`src/rtl/seg7_scan_display.sv`:
```
// seg7_scan_display
//   Display stage for the 8-bit ALU board. Scans a 4-digit multiplexed,
//   common-anode 7-segment display:
//     DIG1 = state letter, DIG2 = C/V/Z flag glyph, DIG3/DIG4 = result byte in hex.
//   A load strobe captures a snapshot into a shadow register. The snapshot
//   reaches the display register only at a frame boundary, so one scan never
//   mixes old and new data.
//
// Ports
//   gclk      in   1  board clock, all logic on posedge
//   rst       in   1  synchronous active-high reset
//   load      in   1  1-cycle strobe, captures val/state_nr/flags
//   val       in   8  result byte
//   state_nr  in   3  state code 0..6, 7 = blank
//   flags     in   3  {C,V,Z}
//   seg       out  7  segments {a..g} = seg[6:0], active low, registered
//   dig       out  4  digit enables, active low, dig[0] = DIG1, registered
//   frame     out  1  1-cycle pulse after each frame-boundary commit
//   pending   out  1  a captured snapshot waits for commit
module seg7_scan_display #(
    parameter int REFRESH_DIV = 50000,
    parameter int DEAD        = 64,
    parameter int LZB         = 1
) (
    input  logic       gclk,
    input  logic       rst,
    input  logic       load,
    input  logic [7:0] val,
    input  logic [2:0] state_nr,
    input  logic [2:0] flags,
    output logic [6:0] seg,
    output logic [3:0] dig,
    output logic       frame,
    output logic       pending
);

    localparam logic [15:0] TICK_CNT = 16'(REFRESH_DIV - 1);
    localparam logic [15:0] DEAD_CNT = 16'(DEAD);

    logic [15:0] cnt_r;
    logic [1:0]  idx_r;
    logic [7:0]  sh_val_r;
    logic [2:0]  sh_state_r;
    logic [2:0]  sh_flags_r;
    logic [7:0]  dp_val_r;
    logic [2:0]  dp_state_r;
    logic [2:0]  dp_flags_r;
    logic        pending_r;
    logic        frame_r;
    logic [6:0]  seg_r;
    logic [3:0]  dig_r;

    logic        tick_s;
    logic        boundary_s;
    logic [6:0]  seg_s;
    logic [3:0]  dig_s;

    function automatic logic [6:0] hex_glyph(input logic [3:0] nib);
        logic [6:0] g;
        case (nib)
            4'h0:    g = 7'b0000001;
            4'h1:    g = 7'b1001111;
            4'h2:    g = 7'b0010010;
            4'h3:    g = 7'b0000110;
            4'h4:    g = 7'b1001100;
            4'h5:    g = 7'b0100100;
            4'h6:    g = 7'b0100000;
            4'h7:    g = 7'b0001111;
            4'h8:    g = 7'b0000000;
            4'h9:    g = 7'b0000100;
            4'hA:    g = 7'b0001000;
            4'hB:    g = 7'b1100000;
            4'hC:    g = 7'b0110001;
            4'hD:    g = 7'b1000010;
            4'hE:    g = 7'b0110000;
            4'hF:    g = 7'b0111000;
            default: g = 7'b1111111;
        endcase
        return g;
    endfunction

    function automatic logic [6:0] state_glyph(input logic [2:0] st);
        logic [6:0] g;
        case (st)
            3'd0:    g = 7'b0001000;  // A
            3'd1:    g = 7'b1100000;  // b
            3'd2:    g = 7'b0000001;  // O
            3'd3:    g = 7'b1110110;  // =
            3'd4:    g = 7'b0110001;  // C
            3'd5:    g = 7'b1100010;  // o
            3'd6:    g = 7'b0010010;  // Z
            default: g = 7'b1111111;  // blank
        endcase
        return g;
    endfunction

    // Segment a = carry, g = overflow, d = zero; active low so a set flag clears its bit.
    function automatic logic [6:0] flag_glyph(input logic [2:0] fl);
        return {~fl[2], 1'b1, 1'b1, ~fl[0], 1'b1, 1'b1, ~fl[1]};
    endfunction

    // Slot tick, frame boundary and next segment/digit pattern from current scan position.
    always_comb begin
        tick_s     = (cnt_r == TICK_CNT);
        boundary_s = tick_s && (idx_r == 2'd3);
        seg_s      = 7'h7F;
        dig_s      = 4'hF;
        if (cnt_r < DEAD_CNT) begin
            seg_s = 7'h7F;
            dig_s = 4'hF;
        end else begin
            dig_s = ~(4'b0001 << idx_r);
            case (idx_r)
                2'd0: seg_s = state_glyph(dp_state_r);
                2'd1: seg_s = flag_glyph(dp_flags_r);
                2'd2: begin
                    if ((LZB != 0) && (dp_val_r[7:4] == 4'h0)) begin
                        seg_s = 7'h7F;
                    end else begin
                        seg_s = hex_glyph(dp_val_r[7:4]);
                    end
                end
                2'd3:    seg_s = hex_glyph(dp_val_r[3:0]);
                default: seg_s = 7'h7F;
            endcase
        end
    end

    // Prescaler and digit index.
    always_ff @(posedge gclk) begin
        if (rst) begin
            cnt_r <= 16'd0;
            idx_r <= 2'd0;
        end else if (tick_s) begin
            cnt_r <= 16'd0;
            idx_r <= idx_r + 2'd1;
        end else begin
            cnt_r <= cnt_r + 16'd1;
        end
    end

    // Snapshot capture and frame-boundary commit; a load on the boundary bypasses the shadow.
    always_ff @(posedge gclk) begin
        if (rst) begin
            sh_val_r   <= 8'd0;
            sh_state_r <= 3'd7;
            sh_flags_r <= 3'd0;
            dp_val_r   <= 8'd0;
            dp_state_r <= 3'd7;
            dp_flags_r <= 3'd0;
            pending_r  <= 1'b0;
        end else if (boundary_s) begin
            if (load) begin
                dp_val_r   <= val;
                dp_state_r <= state_nr;
                dp_flags_r <= flags;
            end else if (pending_r) begin
                dp_val_r   <= sh_val_r;
                dp_state_r <= sh_state_r;
                dp_flags_r <= sh_flags_r;
            end else begin
                dp_val_r   <= dp_val_r;
                dp_state_r <= dp_state_r;
                dp_flags_r <= dp_flags_r;
            end
            pending_r <= 1'b0;
        end else if (load) begin
            sh_val_r   <= val;
            sh_state_r <= state_nr;
            sh_flags_r <= flags;
            pending_r  <= 1'b1;
        end else begin
            pending_r <= pending_r;
        end
    end

    // Output registers.
    always_ff @(posedge gclk) begin
        if (rst) begin
            seg_r   <= 7'h7F;
            dig_r   <= 4'hF;
            frame_r <= 1'b0;
        end else begin
            seg_r   <= seg_s;
            dig_r   <= dig_s;
            frame_r <= boundary_s;
        end
    end

    assign seg     = seg_r;
    assign dig     = dig_r;
    assign frame   = frame_r;
    assign pending = pending_r;

endmodule
```
`config.mk`:
```
export PLATFORM = sky130hd
export DESIGN_NAME = seg7_scan_display
export DESIGN_NICKNAME = d
export VERILOG_FILES = /design/src/rtl/seg7_scan_display.sv
export SDC_FILE = /design/constraint.sdc
export NUM_CORES = 1
export LEC_CHECK = 0
export CAP_MARGIN = 20
export CELL_PAD_IN_SITES_DETAIL_PLACEMENT = 1
export CELL_PAD_IN_SITES_GLOBAL_PLACEMENT = 2
export CORE_ASPECT_RATIO = 0.7
export CORE_MARGIN = 1
export CORE_UTILIZATION = 36
export DETAILED_ROUTE_END_ITERATION = 10
export PLACE_DENSITY = 0.78
export SKIP_LAST_GASP = 1
export SLEW_MARGIN = 40
export SYNTH_ARGS = -nofsm -noshare
export SYNTH_HDL_FRONTEND = slang
export SYNTH_SLANG_ARGS = --single-unit
```
`constraint.sdc`:
```
create_clock -name gclk -period 3.6 [get_ports gclk]
set_input_delay 0.72 -clock gclk [delete_from_list [all_inputs] [get_ports gclk]]
set_output_delay 0.72 -clock gclk [all_outputs]
set_load 0.1 [all_outputs]
```
==> results of run 1 <==
-- layer usage --
metal  part of all wire (%)  up-vias
met5                      0        -
met4                    1.5        0
met3                    4.1       14
met2                     43       50
met1                     51     1478
li1                       -     1505
-- logic make-up after synthesis --
family / Yosys count / synth area share (%)
flops: 73 / 40.3
simple gates: 143 / 20.2
mux: 32 / 9.03
compound gates: 87 / 15.9
xor+xnor: 13 / 3.14
fa+ha+maj: 19 / 6.48
buf+inv: 43 / 5.00
-- worst min-delay path by stage --
stage / start / end / slack, ps / depth (start not counted)
after global routing: sh_state_r[1] / sh_state_r[1] / 510 / 2
after CTS: cnt_r[0] / cnt_r[0] / 470 / 1
after detailed placement: cnt_r[0] / cnt_r[0] / 460 / 1
after floorplan: cnt_r[0] / cnt_r[0] / 430 / 1
final: cnt_r[0] / cnt_r[0] / 460 / 1
after global placement: cnt_r[0] / cnt_r[0] / 450 / 1
-- cells in the mapped netlist (all sizes together) (2+ instances only) --
cell     count
dfxtp       73
nor2        49
nand2       33
mux2i       29
inv         23
o21ai       23
a21oi       21
nand3       21
ha          18
clkbuf      12
and3         8
o211ai       8
buf          7
xnor2        7
o22ai        6
xor2         6
a211oi       5
o21a         5
or3          5
nor2b        4
nor3         4
nor4         4
mux2         3
nor3b        3
nor4b        3
a2111oi      2
a221oi       2
a22o         2
a22oi        2
a31o         2
a31oi        2
a41oi        2
nand3b       2
o32ai        2
or2          2
or4          2
-- stage by stage --
step / worst slack, ps / cell area, sq um / hold slack [ps] / total power (uW) / std cells
after detailed placement: 272 / 4030 / 459 / 943 / 559
after floorplan: 436 / 3630 / 430 / 904 / 410
final: 536 / 4370 / 463 / 1970 / 575
after global placement: 316 / 4080 / 447 / 940 / 559
after global routing: 395 / 4370 / 509 / 2030 / 575
after CTS: 550 / 4370 / 472 / 1990 / 575
-- power by group through the flow --
stage                     clock network [uW]  registers, uW  logic, uW
after floorplan                            0            851       53.5
after global placement                     0            847       93.8
after detailed placement                   0            847       95.4
after CTS                               1070            829       96.1
after global routing                    1100            831        104
final                                   1040            830       94.6
-- cell type report --
class                   count  area [sq um]  area share [%]
clock buffers              10           229            5.24
clock inverters             6           115            2.63
inverters                  24          93.8            2.15
multi-input cells         294          2000            45.9
flip-flops and latches     73          1460            33.4
well taps                 128           160            3.66
repair buffers             40           308            7.04
==> reports/qor.yml, run 1 <==
path_cells: "ha_1 > or3b_2 > nor4_1 > a31o_2 > inv_1 > ha_1 > mux2_4 > o221a_1"
cts_resized: 0
fin_tns_setup_ps: 0
die_area_sq_um: 10500
dr.pass1.iters: 4
synthArstFlopShare_pct: 0
netlist_instances: 410
synthFlopType: "dfxtp_1"
wl_mm: 9.60
yosys_warnings: 0
vias_per_cell: 5.30
busiest_layer: "met2"
dp_hpwl_mm: 7.09
switching_share_pct: 21.4
critPathTopFamily: "simple AND/OR/NAND/NOR gates"
crit_path_max_fanout: 13
area.growth.synth_to_final_pct: 20.4
die_x_um: 122
dieHeight_um: 86.0
clockPowerShare_pct: 53.0
ir_drop_v: 0.000261
cts_root_buf: "clkbuf_16"
cp-startpoint: "idx_r[0]"
final_common_cell: "dfxtp_1"
min_period_ps: 3060
cts.sinks: 73
yosysUniqueCellTypes: 54
setup_viol: 0
drtIter0Drc: 132
avgSynthCellArea_sq_um: 8.85
synth_largest_area_cell: "dfxtp_1"
postCtsSetupRepairBufs: 0
fmax_ghz: 0.326
synth_area_leaders: "dfxtp_1 40%, mux2i_1 8.0%, ha_1 6.2%"
syn_nets: 445
path_class: "reg2reg"
grt_overflow_total: 0
pwr-share-seq_pct: 42.2
ys_seq_elements: 73
worstSetupStartpointType: "register"
internal-power_uw: 1540
grt_usage_pct: 20.2
cts-htree-levels: 3
synth-edff-count: 0
drv_slew: 0
worst-path-stages: 8
cts.path.max_buffers: 2
row_count: 30
cp.required_ps: 3830
initial_core_util_pct: 37.2
endpoint_kind: "register"
powerDensity_nw_per_um2: 449
p_sw_uw: 421
cts_buffers: 9
clk_latency_ps: 340
wire_per_inst_um: 16.7
portBuffers: 29
grt_setup_unrepaired: "false"
outcome: "completed"
use_met1_pct: 27.6
grt_pass1_wl_mm: 16.2
grt_max_degree: 37
ys_seq_area_share_pct: 40.3
layout-drive-gt1-share_pct: 13.4
fin_util_pct: 44.8
critical-path-max-stage-delay_ps: 570
critPathSlowestCell: "or3b_2"
met2_usage_pct: 30.3
gp_congestion: 0.846
path_buf_inv: 1
design.portCount: 30
drc_errors: 0
antenna_found_initial: 0
grt_pass1_vias: 3101
crit_top_cell: "ha_1"
clk_pin_slew_ps: 60
worstRegToRegCells: 8
cap_violations: 0
combPwrFrac_pct: 4.8
final_cell_mix: "73 x dfxtp_1, 48 x nor2_1, 33 x nand2_1"
cts_hold_buf: 0
power_leakage_uw: 0.00177
slew_headroom_pct: 52.2
n_antenna_cell: 0
ant_nets: 0
worstHoldPathType: "reg2reg"
worst_pin_slew_ps: 717
core_sq_um: 9760
finalNetCount: 477
grt_util_met3_pct: 6.05
synth_area_sq_um: 3630
netlist.area_leader.share_pct: 40.3
via_count: 3047
final_hold_viol_count: 0
rr_startpoint: "idx_r[0]"
timing.final.crit_share_pct: 85.1
n_fill_cell: 1113
cts_tree: "yes"
rrSetupSlack_ps: 540
clock_skew_ps: 6.88
cp_data_arrival_time_ps: 3290
Power figures use the tool's default switching activity.
==> run 2: changes to the inputs <==
- CORE_MARGIN: 1 -> unset
- clock period: 3.6 -> 3.5 ns (I/O delays scaled with it)
==> run 2 against run 1 <==
Compared with the run above: first-iteration DRC count fell by 17%; flip-flop and latch count did not move; worst hold slack got worse by 2.7 ps; global-route usage barely moved; final area barely moved; setup slack got worse by 130 ps; wire length fell by 0.23%; combinational power rose by 7%; clock-buffer cell count did not move; die area did not move; cell count rose by 0.70%; non-clock buffer count rose by 4.
==> reports/qor.yml, run 2 (synthesized netlist as in run 1, its figures left out) <==
final_hold_viol_count: 0
worst-path-stages: 8
ir_drop_v: 0.000231
clock_skew_ps: 7.76
fmax_ghz: 0.323
critPathTopFamily: "simple AND/OR/NAND/NOR gates"
drv_slew: 0
final_cell_mix: "73 x dfxtp_1, 48 x nor2_1, 33 x nand2_1"
worstHoldPathType: "reg2reg"
total_power_uw: 1960
grt_max_degree: 26
core_sq_um: 9760
regArea_sq_um: 1460
endpoint_kind: "register"
crit_path_max_fanout: 13
fin_util_pct: 44.8
postCtsSetupRepairBufs: 0
ant_nets: 0
cts_resized: 0
fin_tns_setup_ps: 0
setup_viol: 0
dr.pass1.iters: 4
dieHeight_um: 86.0
initial_core_util_pct: 37.2
drtIter0Drc: 109
path_cells: "ha_1 > or3b_2 > nor4_1 > a31o_2 > inv_1 > ha_1 > mux2_4 > o221a_1"
path_class: "reg2reg"
row_count: 30
worstSetupStartpointType: "register"
cts_buffers: 9
cts-htree-levels: 3
gp_congestion: 0.842
clk_latency_ps: 340
finalNetCount: 481
design.portCount: 30
drc_errors: 0
final_common_cell: "dfxtp_1"
antenna_found_initial: 0
n_fill_cell: 1143
grt_pass1_wl_mm: 16.1
grt_usage_pct: 20.2
timing.final.crit_share_pct: 88.4
cp_data_arrival_time_ps: 3320
min_period_ps: 3090
wl_mm: 9.58
worstRegToRegCells: 8
cts_hold_buf: 0
worst_pin_slew_ps: 644
critPathSlowestCell: "or3b_2"
powerDensity_nw_per_um2: 448
grt_overflow_total: 0
cts.sinks: 73
holdPathStages: 1
cts_root_buf: "clkbuf_16"
wire_per_inst_um: 16.5
grt_setup_unrepaired: "false"
cts_tree: "yes"
area.growth.synth_to_final_pct: 20.5
clk_pin_slew_ps: 60
vias_per_cell: 5.26
grt_pass1_vias: 3127
via_count: 3043
stdcell_count: 579
portBuffers: 29
cp.required_ps: 3730
multi_input_area_sq_um: 2000
n_antenna_cell: 0
layout-drive-gt1-share_pct: 14.0
crit_top_cell: "ha_1"
slew_headroom_pct: 56.9
outcome: "completed"
whs_ps: 460
cts.path.max_buffers: 2
die_x_um: 122
critical-path-max-stage-delay_ps: 580
dp_hpwl_mm: 7.15
power_leakage_uw: 0.00178
path_buf_inv: 1
die_area_sq_um: 10500
dp.cells: 563
cap_violations: 0
[run 2: changes by cell type in the layout (fill, tap and decap cells not counted)]
cell,before,now
o21ai_1,0,1
inv_6,1,2
bufinv_16,3,2
clkinv_4,1,0
buf_4,11,16
buf_2,13,12
clkinv_2,1,2
o21ai_2,1,0
[run 2: report_power, final]
| part | internal [uW] | switching [uW] |
|---|---|---|
| registers | 844 | 8.50 |
| logic | 46.4 | 54.2 |
| clock network | 628 | 377 |
[run 2: final timing paths]
| check | from | to | slack, ps |
|---|---|---|---|
| setup / recovery | idx_r[0] | register | 410 |
| hold / removal | cnt_r[0] | cnt_r[0] | 460 |
| setup reg to reg | idx_r[0] | register | 410 |
| hold reg to reg | cnt_r[0] | cnt_r[0] | 460 |
[run 2: area by class of cell]
cell class | count | share of cell area [%]
multi-input cells | 294 | 45.7
repair buffers | 44 | 7.78
well taps | 128 | 3.66
clock buffers | 10 | 5.23
flip-flops and latches | 73 | 33.4
inverters | 24 | 2.14
clock inverters | 6 | 2.06
[run 2: worst reg2reg max path: stages, from the launching register on]
cell and delay (ps):
dfxtp_1 400, ha_1 550, or3b_2 590, nor4_1 410, a31o_2 230, inv_1 110
ha_1 230, mux2_4 260, o221a_1 220
[run 2: metrics by stage]
| step | cell area, sq um | setup WS, ps |
|---|---|---|
| CTS | 4370 | 378 |
| global route | 4380 | 201 |
| finish | 4380 | 406 |
| floorplan | 3630 | 336 |
| detailed placement | 4050 | 143 |
| global placement | 4100 | 244 |
[run 2: routing by layer]
layer / wire (um) / share of wire, % / vias up / GRT usage (%)
met1: 5060 / 53 / 1482 / 27.5
met2: 4120 / 43 / 36 / 31.3
met4: 116 / 1.2 / 0 / 6.40
met3: 275 / 2.9 / 12 / 5.05
li1: - / - / 1513 / -
met5: 0 / 0 / - / 0
